$ cat src/rtl/riscv_pkg.sv
// Shared RV32 fetch definitions: widths, canonical NOP and fetch state encoding.
package riscv_pkg;

    localparam int unsigned XLEN        = 32;
    localparam int unsigned INSTR_BYTES = 4;

    // ADDI x0,x0,0
    localparam logic [XLEN-1:0] DEFAULT_NOP_INSTR = 32'h0000_0013;

    typedef enum logic [1:0] {
        S_IDLE = 2'd0,
        S_RUN  = 2'd1,
        S_TRAP = 2'd2
    } fetch_state_e;

    function automatic logic is_aligned(input logic [XLEN-1:0] addr);
        return addr[1:0] == 2'b00;
    endfunction

endpackage

$ cat src/rtl/pc_next_gen.sv
// Next program-counter select (redirect / sequential / hold) with target alignment check.
module pc_next_gen
    import riscv_pkg::*;
(
    input  logic [XLEN-1:0] pc,
    input  logic            advance,
    input  logic            redirect,
    input  logic [XLEN-1:0] redirect_pc,
    output logic [XLEN-1:0] pc_next_c,
    output logic            misaligned_c
);

    // A misaligned target leaves the PC untouched; the caller traps instead.
    always_comb begin
        misaligned_c = redirect && !is_aligned(redirect_pc);
        pc_next_c    = pc;
        if (redirect) begin
            if (!misaligned_c) begin
                pc_next_c = redirect_pc;
            end
        end else if (advance) begin
            pc_next_c = pc + XLEN'(INSTR_BYTES);
        end
    end

endmodule

$ cat src/rtl/fetch_unit.sv
// Instruction fetch stage: owns the PC, drives instr_mem and presents
// {instruction, PC, valid} to the decoder, trapping on misaligned redirects.
module fetch_unit
    import riscv_pkg::*;
#(
    parameter logic [XLEN-1:0] RESET_PC  = 32'h0000_0000,
    parameter logic [XLEN-1:0] NOP_INSTR = DEFAULT_NOP_INSTR
) (
    input  logic            clk,
    input  logic            rst,
    input  logic            stall_i,
    input  logic            redirect_i,
    input  logic [XLEN-1:0] redirect_pc_i,
    output logic [XLEN-1:0] iaddr,
    output logic            cs_n,
    input  logic [XLEN-1:0] instr_code_i,
    output logic [XLEN-1:0] instr_o,
    output logic [XLEN-1:0] pc_o,
    output logic            instr_valid_o,
    output logic            misaligned_o
);

    fetch_state_e    state_q, state_d;
    logic [XLEN-1:0] pc_q, pc_d;
    logic [XLEN-1:0] req_pc_q, req_pc_d;
    logic            pend_q, pend_d;
    logic [XLEN-1:0] instr_q, instr_d;
    logic [XLEN-1:0] instr_pc_q, instr_pc_d;
    logic            valid_q, valid_d;
    logic            misaligned_q, misaligned_d;

    logic            redirect_c;
    logic            fetch_c;
    logic [XLEN-1:0] pc_next_c;
    logic            target_misaligned_c;

    // Redirects are only honoured once the memory has finished its start-up cycle.
    assign redirect_c = redirect_i && (state_q != S_IDLE);
    assign fetch_c    = (state_q == S_RUN) && !redirect_i && !stall_i;

    pc_next_gen u_pc_next_gen (
        .pc           (pc_q),
        .advance      (fetch_c),
        .redirect     (redirect_c),
        .redirect_pc  (redirect_pc_i),
        .pc_next_c    (pc_next_c),
        .misaligned_c (target_misaligned_c)
    );

    assign pc_d = pc_next_c;

    always_comb begin
        state_d      = state_q;
        req_pc_d     = req_pc_q;
        pend_d       = pend_q;
        instr_d      = instr_q;
        instr_pc_d   = instr_pc_q;
        valid_d      = valid_q;
        misaligned_d = misaligned_q;
        cs_n         = 1'b1;
        iaddr        = pc_q;

        case (state_q)
            S_IDLE: begin
                state_d = S_RUN;
            end
            S_RUN, S_TRAP: begin
                if (redirect_c) begin
                    // Flush: the in-flight response belongs to the wrong path.
                    pend_d  = 1'b0;
                    valid_d = 1'b0;
                    instr_d = NOP_INSTR;
                    if (target_misaligned_c) begin
                        state_d      = S_TRAP;
                        misaligned_d = 1'b1;
                        instr_pc_d   = redirect_pc_i;
                    end else begin
                        state_d      = S_RUN;
                        misaligned_d = 1'b0;
                    end
                end else if (fetch_c) begin
                    cs_n     = 1'b0;
                    req_pc_d = pc_q;
                    pend_d   = 1'b1;
                    valid_d  = pend_q;
                    if (pend_q) begin
                        instr_d    = instr_code_i;
                        instr_pc_d = req_pc_q;
                    end
                end
            end
            default: begin
                state_d = S_IDLE;
            end
        endcase

        if (rst) begin
            cs_n  = 1'b1;
            iaddr = RESET_PC;
        end
    end

    always_ff @(posedge clk) begin
        if (rst) begin
            state_q      <= S_IDLE;
            pc_q         <= RESET_PC;
            req_pc_q     <= RESET_PC;
            pend_q       <= 1'b0;
            instr_q      <= NOP_INSTR;
            instr_pc_q   <= RESET_PC;
            valid_q      <= 1'b0;
            misaligned_q <= 1'b0;
        end else begin
            state_q      <= state_d;
            pc_q         <= pc_d;
            req_pc_q     <= req_pc_d;
            pend_q       <= pend_d;
            instr_q      <= instr_d;
            instr_pc_q   <= instr_pc_d;
            valid_q      <= valid_d;
            misaligned_q <= misaligned_d;
        end
    end

    assign instr_o       = instr_q;
    assign pc_o          = instr_pc_q;
    assign instr_valid_o = valid_q;
    assign misaligned_o  = misaligned_q;

endmodule

$ cat config.mk
export PLATFORM = sky130hd
export DESIGN_NAME = fetch_unit
export DESIGN_NICKNAME = d
export VERILOG_FILES = /design/src/rtl/riscv_pkg.sv /design/src/rtl/pc_next_gen.sv /design/src/rtl/fetch_unit.sv
export SDC_FILE = /design/constraint.sdc
export NUM_CORES = 1
export LEC_CHECK = 0
export ABC_AREA = 1
export CORE_ASPECT_RATIO = 1.2
export CORE_MARGIN = 2
export CORE_UTILIZATION = 49
export DETAILED_ROUTE_END_ITERATION = 10
export GPL_TIMING_DRIVEN = 0
export PLACE_DENSITY = 0.81
export SYNTH_ARGS = -nofsm -noshare
export SYNTH_HDL_FRONTEND = slang
export SYNTH_SLANG_ARGS = --single-unit
$ cat constraint.sdc
create_clock -name clk -period 2.3 [get_ports clk]
set_input_delay 0.345 -clock clk [delete_from_list [all_inputs] [get_ports clk]]
set_output_delay 0.345 -clock clk [all_outputs]
set_load 0.005 [all_outputs]
==> out/results.ini, run 1 <==
[pwr]
pwr_density_cell_nw_per_um2=849.5
max-vdd-ir-drop_uv=513.6
leakagePower_nw=3.236

[floorplan]
die_h_um=126.8
die_w_um=106.4
dieArea_um2=13490
pin_count=167
core_um2=12170
rows=44
initial_core_util_pct=50.63

[layout]
nets=1170
fillers=1086
drive_above_1_share_pct=7.477
area_growth_pct=40.34
diodes=0
post-route-util_pct=71.05

[critical_path]
critPathMaxFanout=19
setup.worst_path.class=reg2out
crit_path_end_kind=primary output
reg2reg_depth=10
path_delay_family=simple AND/OR/NAND/NOR gates
worstPathRequired_ns=1.96
worstPathBufferInverterCount=4
cp-start-kind=register
path_cells=inv_2, ha_1, inv_1, nor2_1, nand2_2, nor2_4, buf_12, nand2_1, clkbuf_2
cpMaxStageDelayCell=dfxtp_1
crit_path_max_incr_delay_ns=0.34
arrival_ns=1.79
path_depth=9

[drt]
via_per_inst=5.412
drtPass1Iterations=6
num_vias=6879
antenna_left=0
drc=0
wl_per_cell_um=15.93
drt_wl_total_um=20240
drtIter0Drc=691

[sta]
setup_violations=0
timing.fmax_ghz=0.4682
fin_tns_setup_ns=0
hold_viol=0
rsz0062_at_grt=no
tightest_slew_ns=0.6614
relSlewSlack_pct=55.91
period_minus_slack_ns=2.136
slew_violations=0
period_share_pct=92.86
final.setup_skew_ns=0.007906

[synth]
synthCells=913
synth.top_cell.area_share_pct=43.23
synth_area_leader_cell=dfxtp_1
synth_xor_area_share_pct=0
synth_area_leaders=dfxtp_1 (43%), nand2_1 (13%), nor2_1 (8.4%)
synth_compound_area_share_pct=18.89
yosysSeqAreaShare_pct=43.23
syn_area_per_cell_um2=6.747
synthMuxAreaShare_pct=0
synthSimpleGateAreaFrac_pct=29.51
ys_warn_count=0
syn_area_um2=6160
synthAdderAreaFrac_pct=0.8125
synth-seq-cells=133
syn-num-nets=985
synth_top_family_by_area=simple AND/OR/NAND/NOR gates
ys_types=26

[grt]
top_usage_layer=met2
antenna_found_initial=0
grtUsageTotal_pct=30.54
grt_overflow=0
met1_usage_pct=36.73
grt_max_degree=20
use_met3_pct=5.755
grt_pass1_vias=6586
gr-usage-met2_pct=52.56
grt_pass1_wl_um=32500

[placement]
port_buffers=166
hpwl_um=14980
place.gp.congestion=0.9871

[clock_network]
cts_root_buffer=clkbuf_16
htree_levels=4
tritoncts=built
clkSinkCount=133
cts.clk_slew.worst_paths_ns=0.06
numCtsBuffers=17
cts.path.max_buffers=2
insertion_delay_ns=0.42

[run]
max_cap_viol_count=0

[run_status]
status=finished clean

[worst_hold_path]
hold_path_depth=2
hold_class=reg2reg

==> registers in the layout, indices dropped and copies added (netlist names) <==
signal	count
instr_valid_o	1
pend_q	1
pc_o	32
pc_q	32
misaligned_o	1
instr_o	32
req_pc_q	32
state_q	2
==> routing by layer <==
| layer | vias up | share of wire [%] |
|---|---|---|
| met3 | 71 | 8.2 |
| met2 | 339 | 48 |
| li1 | 3362 | - |
| met5 | - | 0 |
| met1 | 3107 | 40 |
| met4 | 0 | 3.9 |
==> worst min-delay path, delay by kind of cell (launching register included) <==
family           cells  cell delay, ns
flip-flops           1            0.30
AO/OA/AOI/OAI        1            0.05
AND/OR/NAND/NOR      1            0.06
==> power by group <==
part	switching [mW]	internal, mW	total, mW
combinational	1.11	0.790	1.90
clock	1.00	1.68	2.69
sequential	0.199	2.56	2.76
==> placed cells by master (no fill, tap or decap), drive strengths merged, types with 9 or more instances in the layout <==
master	Yosys	layout
dfxtp	133	133
buf	22	22
clkbuf	33	54
clkdlybuf4s50	0	164
nor2	147	147
nand2	222	222
o21ai	113	113
inv	49	49
nand3	66	66
a21oi	103	103
a31oi	9	9
==> Yosys cell counts <==
cell	count
o21ai_1	11
o22ai_1	3
a21oi_1	103
nor2_2	6
o211ai_1	1
buf_2	8
nor2_1	138
clkinv_2	1
dfxtp_1	133
nand2_1	214
buf_1	3
clkbuf_1	33
inv_1	43
clkinv_1	1
and2_1	4
nand3_1	66
nor3_1	2
o21ai_0	102
buf_4	7
a31oi_1	9
inv_2	6
ha_1	4
buf_6	4
nand2_4	2
nor2_4	3
nand2_2	6
==> cell type report <==
type                       instances  area, µm²  share of cell area [%]
multi-input combinational        674       3052                   35.30
timing repair buffer             167       1663                   19.24
clock inverter                    11      135.1                   1.563
sequential                       133       2664                   30.81
buffer                            54      299.0                   3.459
inverter                          51      193.9                   2.243
tap                              161      201.4                   2.330
clock buffer                      20      436.7                   5.051
==> cell families (layout without fill, tap and decap cells) <==
| kind of cell | after synthesis | count (layout) |
|---|---|---|
| flip-flops | 133 | 133 |
| buffers and inverters | 106 | 303 |
| AO/OA/AOI/OAI | 229 | 229 |
| adder cells (fa/ha/maj) | 4 | 4 |
| AND/OR/NAND/NOR | 441 | 441 |
==> path summary, 6_finish.rpt <==
| kind | start | to | slack (ns) |
|---|---|---|---|
| worst min register to register | instr_o[22] | instr_o[22] | 0.46 |
| worst max-delay path | state_q[1] | cs_n | 0.16 |
| worst min-delay path | instr_o[22] | instr_o[22] | 0.46 |
| worst max register to register | state_q[1] | req_pc_q[29] | 0.31 |
==> stage by stage <==
step                      hold slack [ns]  instances  worst slack, ns  power [mW]  cell area (µm²)
after floorplan                    0.4429        913           0.5908       3.806             6160
after global placement             0.4468       1240          -0.5515       4.595             8023
after detailed placement           0.4507       1240          -0.5805       4.621             8023
after CTS                          0.4597       1271          0.01104       7.321             8648
after global routing               0.4858       1271          0.06415       7.675             8645
final                              0.4596       1271           0.1642       7.344             8645
==> repair_timing <==
item                       4_1_cts  5_1_grt
setup endpoints to repair       31        1
hold buffers                     0        0
pin swaps                        1        0
gates resized for setup         20        2
setup buffers                    1        0
Power figures use the tool's default switching activity.
==> inputs of run 2 (changes only) <==
HOLD_SLACK_MARGIN = 0.06   (was default)
REMOVE_ABC_BUFFERS = 1   (was default)
==> run 2 against run 1 <==
  * Clock skew shrank 0.0014 ns
  * Wire length decreased by 9.0%
  * Combinational power decreased by 5%
  * Critical endpoint is now pc_o[13]
  * Sequential cell count unchanged
  * Register-to-register slack got worse by 0.07 ns
  * Largest cell class unchanged
  * Cell area shrank 0.74%
  * Via count down 4.4%
  * Worst hold slack got worse by 0.20 ns
==> out/results.ini, run 2 (same netlist as run 1, synthesis figures left out) <==
[run_status]
status=finished clean

[critical_path]
r2r-start=state_q[1]
critPathMaxFanout=33
crit_path_max_incr_delay_ns=0.32
worstPathBufferInverterCount=4
critPathLaunch=state_q[1]
cpMaxStageDelayCell=dfxtp_1
path_cells=inv_2, ha_1, inv_1, nor2_1, nand2_2, nor2_4, buf_4, nand2_2, nand2_4, nand2_8, clkinv_8, nor2_1, nor2_1
path_delay_family=simple AND/OR/NAND/NOR gates
arrival_ns=2.40
r2r_setup_slack_ns=0.24
setup.worst_path.class=reg2reg
cp-start-kind=register
crit_path_end_kind=register
worstPathRequired_ns=2.64
crit_top_cell=nor2_1

[floorplan]
rows=44
initial_core_util_pct=50.63
die_h_um=126.8
core_um2=12170
dieArea_um2=13490
die_w_um=106.4
pin_count=167

[clock_network]
cts.path.max_buffers=2
cts_root_buffer=clkbuf_16
cts.clk_slew.worst_paths_ns=0.06
numCtsBuffers=17
clkSinkCount=133
tritoncts=built
htree_levels=4
insertion_delay_ns=0.41

[worst_hold_path]
hold_class=in2reg
min_from=rst

[sta]
period_minus_slack_ns=2.064
final.setup_skew_ns=0.006470
whs_ns=0.2579
rsz0062_at_grt=no
fin_ws_ns=0.2358
timing.fmax_ghz=0.4845
tightest_slew_ns=1.028
fin_tns_setup_ns=0
slew_violations=0
period_share_pct=89.75
relSlewSlack_pct=31.44
setup_violations=0
hold_viol=0

[pwr]
swShare_pct=31.12
max-vdd-ir-drop_uv=459.2
pwr-share-clk_pct=37.8
p_int_mw=5.075
pwr_density_cell_nw_per_um2=858.8
seqPwrFrac_pct=37.7
combPwrFrac_pct=24.6
netSwitchingPower_mw=2.293
p_total_mw=7.369
leakagePower_nw=3.184

[layout]
nets=1128
fillers=1044
drive_above_1_share_pct=7.109
area_growth_pct=39.31
layout_common_cells=nand2_1 (213), clkdlybuf4s50_1 (164), nor2_1 (138)
multi_input_area_um2=3084
regArea_um2=2665
final_cells=1230
layout_commonest_cell=nand2_1
diodes=0

[placement]
place.gp.congestion=0.8508
pre_cts_slack_ns=-1.334
port_buffers=166
hpwl_um=11510
place_inst=1189

[drt]
drtIter0Drc=500
via_per_inst=5.346
antenna_left=0
wl_per_cell_um=14.97
num_vias=6575
drtPass1Iterations=5
drt_wl_total_um=18410
drc=0

[run]
max_cap_viol_count=0

[grt]
grt_overflow=0
antenna_found_initial=0
grt_pass1_vias=6089
grt_pass1_wl_um=29390
grt_max_degree=59
grtUsageTotal_pct=27.01

run 2: final timing paths:
kind | endpoint | depth (start not counted)
max | pc_o[13] | 13
min | instr_o[16] | 2
max reg2reg | pc_o[13] | 13
min reg2reg | instr_o[19] | 2
run 2: metal layers:
layer  share of wire [%]  global-route usage (%)  wire length [µm]
met4                 2.3                   10.76               432
met5                   0                       0                 0
met3                 7.3                   6.012              1339
met1                  42                   32.13              7677
met2                  49                   47.02              8965
run 2: through the flow:
step / util, % / instance area, µm²
global route: 70.53 / 8581
detailed placement: 64.45 / 7841
CTS: 70.39 / 8564
global placement: 63.70 / 7750
finish: 70.53 / 8581
floorplan: - / 5887
run 2: power groups by stage:
stage | logic [mW] | clock network [mW] | registers, mW
floorplan | 0.905 | 0 | 2.77
global placement | 1.61 | 0 | 2.81
detailed placement | 1.66 | 0 | 2.81
CTS | 1.78 | 2.82 | 2.77
global route | 2.01 | 2.90 | 2.81
finish | 1.81 | 2.78 | 2.78
run 2: layout make-up:
cell class              instances  share of cell area [%]
well taps                     161                   2.348
inverters                      51                   2.523
clock buffers                  19                   5.279
multi-input cells             677                   35.94
repair buffers                176                   21.04
clock inverters                13                   1.808
flip-flops and latches        133                   31.06
run 2: what timing repair did:
action	in CTS	in global routing
hold buffers	0	0
setup endpoints to repair	103	41
cloned	3	0
gates resized for setup	11	4
pin swaps	2	1
setup buffers	6	0
==> inputs of run 3 (changes only) <==
PLACE_DENSITY = 0.79   (was 0.81)
==> run 3 against run 2 <==
  * Global-route usage fell by 1.4 points
  * Sequential power barely moved
  * Clock skew rose by 0.0060 ns
  * Final cell count barely moved
  * Worst setup slack improved by 0.032 ns
  * Clock-buffer cell count rose by 4
  * Clock power fell by 2%
  * Fmax rose by 1.6%
  * First-iteration DRC count fell by 26%
  * Non-clock buffer count rose by 1
  * Via count fell by 2.1%
  * Power fell by 1.8%
==> out/results.ini, run 3 (same netlist as run 1, synthesis figures left out) <==
[sta]
tightest_slew_ns=0.6226
period_minus_slack_ns=2.033
fin_tns_setup_ns=0
setup_violations=0
fin_ws_ns=0.2674
timing.fmax_ghz=0.4920
final.setup_skew_ns=0.01242
relSlewSlack_pct=58.50
rsz0062_at_grt=no
hold_viol=0
period_share_pct=88.37
slew_violations=0

[floorplan]
initial_core_util_pct=50.63
core_um2=12170
dieArea_um2=13490
rows=44
die_h_um=126.8
pin_count=167
die_w_um=106.4

[grt]
antenna_found_initial=0
grt_pass1_wl_um=28150
grt_overflow=0
grt_max_degree=66
grt_pass1_vias=5936
grtUsageTotal_pct=25.64

[placement]
pre_cts_slack_ns=-0.5661
hpwl_um=11270
port_buffers=166
place_inst=1190
dpl-instance-area_um2=7846
place.gp.congestion=0.8875

[clock_network]
insertion_delay_ns=0.42
htree_levels=4
clkSinkCount=133
numCtsBuffers=17
hold_buffers=0
cts.clk_slew.worst_paths_ns=0.06
cts.path.max_buffers=2
tritoncts=built
cts_root_buffer=clkbuf_16

[drt]
drtIter0Drc=370
wl_per_cell_um=14.17
drc=0
num_vias=6434
drt_wl_total_um=17410
via_per_inst=5.235
drtPass1Iterations=7
antenna_left=0

[critical_path]
setup.worst_path.class=reg2reg
worstPathRequired_ns=2.59
cp-start-kind=register
critPathLaunch=state_q[0]
regToRegEndpoint=pc_q[13]
critPathMaxFanout=40
r2r_setup_slack_ns=0.27
r2r-start=state_q[0]
crit_path_end_kind=register
crit_end=pc_q[13]
reg2reg_depth=8
arrival_ns=2.33

[run_status]
status=finished clean

[pwr]
p_total_mw=7.234
max-vdd-ir-drop_uv=472.6
leakagePower_nw=3.172
pwr_density_cell_nw_per_um2=848.3

[worst_hold_path]
hold_class=in2reg
min_from=rst

[layout]
layout_commonest_cell=nand2_1
drive_above_1_share_pct=6.367
final_cells=1229
final_area_um2=8528
layout_common_cells=nand2_1 (213), clkdlybuf4s50_1 (164), nor2_1 (138)
nets=1127
area_growth_pct=38.45
diodes=0

[run]
max_cap_viol_count=0

==> run 3: final cells by class <==
| type | count | area [µm²] |
|---|---|---|
| fill | 1103 | 3638 |
| timing repair buffer | 177 | 1810 |
| inverter | 51 | 211.5 |
| clock buffer | 23 | 457.9 |
| tap | 161 | 201.4 |
| clock inverter | 9 | 127.6 |
| multi-input combinational | 675 | 3054 |
| sequential | 133 | 2665 |
==> run 3: critical path, stage by stage (launching register included) <==
cell and delay [ns]:
dfxtp_2 0.36, inv_1 0.06, ha_1 0.28, nor2_4 0.17, nand2_2 0.15, nand2_4 0.35
inv_2 0.27, a21oi_1 0.20, a21oi_1 0.08
==> run 3: metrics by stage <==
step	utilization [%]	hold WS, ns
after floorplan	-	0.4141
after global placement	63.70	0.4475
after detailed placement	64.49	0.4509
after CTS	69.84	0.3379
after global routing	70.09	0.2760
final	70.09	0.2692
==> run 3: worst min-delay path by stage <==
stage / end / slack [ns] / cells after the start
2_1_floorplan: instr_o[10] / 0.41 / 1
3_3_place_gp: instr_o[25] / 0.45 / 2
3_5_place_dp: instr_o[6] / 0.45 / 2
4_1_cts: instr_o[29] / 0.34 / 2
5_1_grt: instr_o[30] / 0.28 / 2
6_report: instr_o[30] / 0.27 / 2
==> run 3: report_power, final <==
part	switching, mW	leakage [nW]	internal, mW
clock	0.989	0.289	1.73
sequential	0.209	1.08	2.56
combinational	1.00	1.80	0.743
total	2.20	3.17	5.04
==> run 3: metal layers <==
| metal | vias up | part of all wire, % | track usage [%] |
|---|---|---|---|
| met3 | 33 | 6.6 | 6.166 |
| met5 | - | 0 | 0 |
| met2 | 207 | 47 | 42.35 |
| li1 | 3269 | - | - |
| met4 | 0 | 2.0 | 9.675 |
| met1 | 2925 | 44 | 32.43 |
==> run 3: what timing repair did <==
action / 4_1_cts / 5_1_grt
endpoints found under the setup margin: 66 / 33
pin swaps: 2 / 0
setup buffers: 4 / 2
gates cloned: 1 / 0
resized for setup: 8 / 4
==> edit: new RTL, flow settings as in run 3 <==
Encoding of `fetch_state_e`: now one-hot (3 bits for 3 states).
--- a/src/rtl/riscv_pkg.sv
+++ b/src/rtl/riscv_pkg.sv
@@ -9,6 +9,6 @@
 
-    typedef enum logic [1:0] {
-        S_IDLE = 2'd0,
-        S_RUN  = 2'd1,
-        S_TRAP = 2'd2
+    typedef enum logic [2:0] {
+        S_IDLE = 3'b001,
+        S_RUN  = 3'b010,
+        S_TRAP = 3'b100
     } fetch_state_e;
Behaviour: no difference found for any inputs over 4 cycles, from zero or initial values and one cycle with rst high; so few cycles prove little.
==> edit against run 3 <==
Cell area rose by 2.6%; worst setup slack got worse by 160 ps; critical path depth fell by 2; count of clock-buffer cells in the layout fell by 4; routed wire length rose by 12%; sequential cell count rose by 1; clock power rose by 6%; area after synthesis rose by 2.9%; power fell by 6.5%.
==> edit: results (changes against run 3) <==
- The run finished with clean final reports.
- The worst max-slew margin expressed relative to the limit is 0.596 (+0.0108).
- The via count of the first global-routing pass is 6,228 (+4.9%).
- Ranked by total cell area, the synthesized netlist is headed by sky130_fd_sc_hd__dfxtp_1 (42%), sky130_fd_sc_hd__nand2_1 (16%), sky130_fd_sc_hd__nor2_1 (8.4%).
- The number of clock buffers in the layout is 19 (-17%).
- The final-layout non-clock buffer area share is 0.200 (-0.0123).
- The synthesized-area fraction occupied by ao, oa, aoi and oai cells is 0.159 (-0.0296).
- The peak supply drop is 0.000527 V (+11%).
- The setup slack of the most critical reg-to-reg path was 230 ps (-40 ps).
- The post-synthesis xor/xnor area fraction is 0.00415 (+0.00415).
- The timing endpoint of the critical path is cs_n.
- The fraction of power spent switching nets is 0.292 (-0.0121).
- The combinational fraction of design power was 0.190 (-0.051).
- The global-route usage over all layers was 0.278 (+0.0212).
- The worst hold slack after final layout was 344 ps (+74.9 ps).
- The count of plain and timing-repair buffers in the layout is 172 (-2.8%).
- The setup slack at placement is -2310 ps (-1740 ps).
- The fill cell instance count of the final layout was 1,098 (-0.45%).
- The number of nets in the finished design is 1,158 (+2.8%).
- The worst reg2reg path depth is 7 (-1).
- The global-route wire length before repair is 30.5 mm (+8.4%).
- The worst register-to-register path begins at state_q[1].
- The top fanout value on the critical path was 17 (-57%).
- The number of setup buffers added after CTS is 1 (-3).
- In this run the critical register-to-register path is captured at pc_q[24].
- The via density per instance is 5.38 (+2.7%).
- The share of the yosys chip area belonging to registers is 0.423 (-0.00904).
- The multi-input logic cell count is 708 (+4.9%).
- The number of resized instances in the post-cts repair step is 21 (+13).
- The sequential share of cell area is 0.307 (-0.00600).
- The sum of net half-perimeters after detailed placement is 11.6 mm (+2.9%).
- The fraction of area in multi-input gates was 0.370 (+0.0117).
- The cell sitting at the root of the clock tree is a sky130_fd_sc_hd__clkbuf_16.
- The static leakage is 3.18 nW (+0.37%).
- The layout-stage area growth over the synthesis result is 38.1%.
- The final weighted congestion of routability-driven global placement was 0.879 (-0.99%).
- The pin count of the biggest net entering global routing is 64 (-3.0%).
- The clock distribution power is 0.00289 W (+6%).
- The worst hold path terminates at instr_o[8].
- The data arrival time of the worst path is 1850 ps (-480 ps).
- The ratio of total power to cell area was 773 nW/um^2 (-8.9%).
- The DRC marker count from the first detailed-route iteration came to 519 (+40%).
- The maximum achievable frequency came to 456 MHz (-7.4%).
- The number of non-clock inverters in the layout is 56 (+9.8%).
- The number of library cell types mapped by synthesis is 32 (+23%).
- The fraction of layout cells with a size suffix above 1 is 0.0618 (-0.00191).
- The maximum clock skew at final layout is 8.01 ps (-4.42 ps).
- By count the netlist is led by sky130_fd_sc_hd__nand2_1 (269), sky130_fd_sc_hd__nor2_1 (142), sky130_fd_sc_hd__dfxtp_1 (134), sky130_fd_sc_hd__a21oi_1 (104), sky130_fd_sc_hd__nand3_1 (71).
- Tracing the worst setup path back leads to its startpoint at state_q[0].
-- edit: worst max-delay path, stage by stage (launching register included) --
cell	delay, ps
sky130_fd_sc_hd__dfxtp_1	350
sky130_fd_sc_hd__inv_2	90
sky130_fd_sc_hd__nand3_4	100
sky130_fd_sc_hd__nor2_8	170
sky130_fd_sc_hd__buf_12	190
sky130_fd_sc_hd__nand3_1	80
sky130_fd_sc_hd__clkdlybuf4s50_1	470
-- edit: routing by layer --
| metal | routed length, um | global-route usage | vias to the layer above |
|---|---|---|---|
| met1 | 8060 | 0.326 | 3077 |
| met5 | 0 | 0 | - |
| li1 | - | - | 3362 |
| met4 | 382 | 0.119 | 0 |
| met3 | 1690 | 0.0694 | 36 |
| met2 | 9420 | 0.479 | 328 |
-- edit: through the flow --
stage	cells	cell area, sq um
5_1_grt	1265	8750
2_1_floorplan	893	6020
6_report	1265	8750
3_3_place_gp	1223	7890
4_1_cts	1261	8700
3_5_place_dp	1225	7940
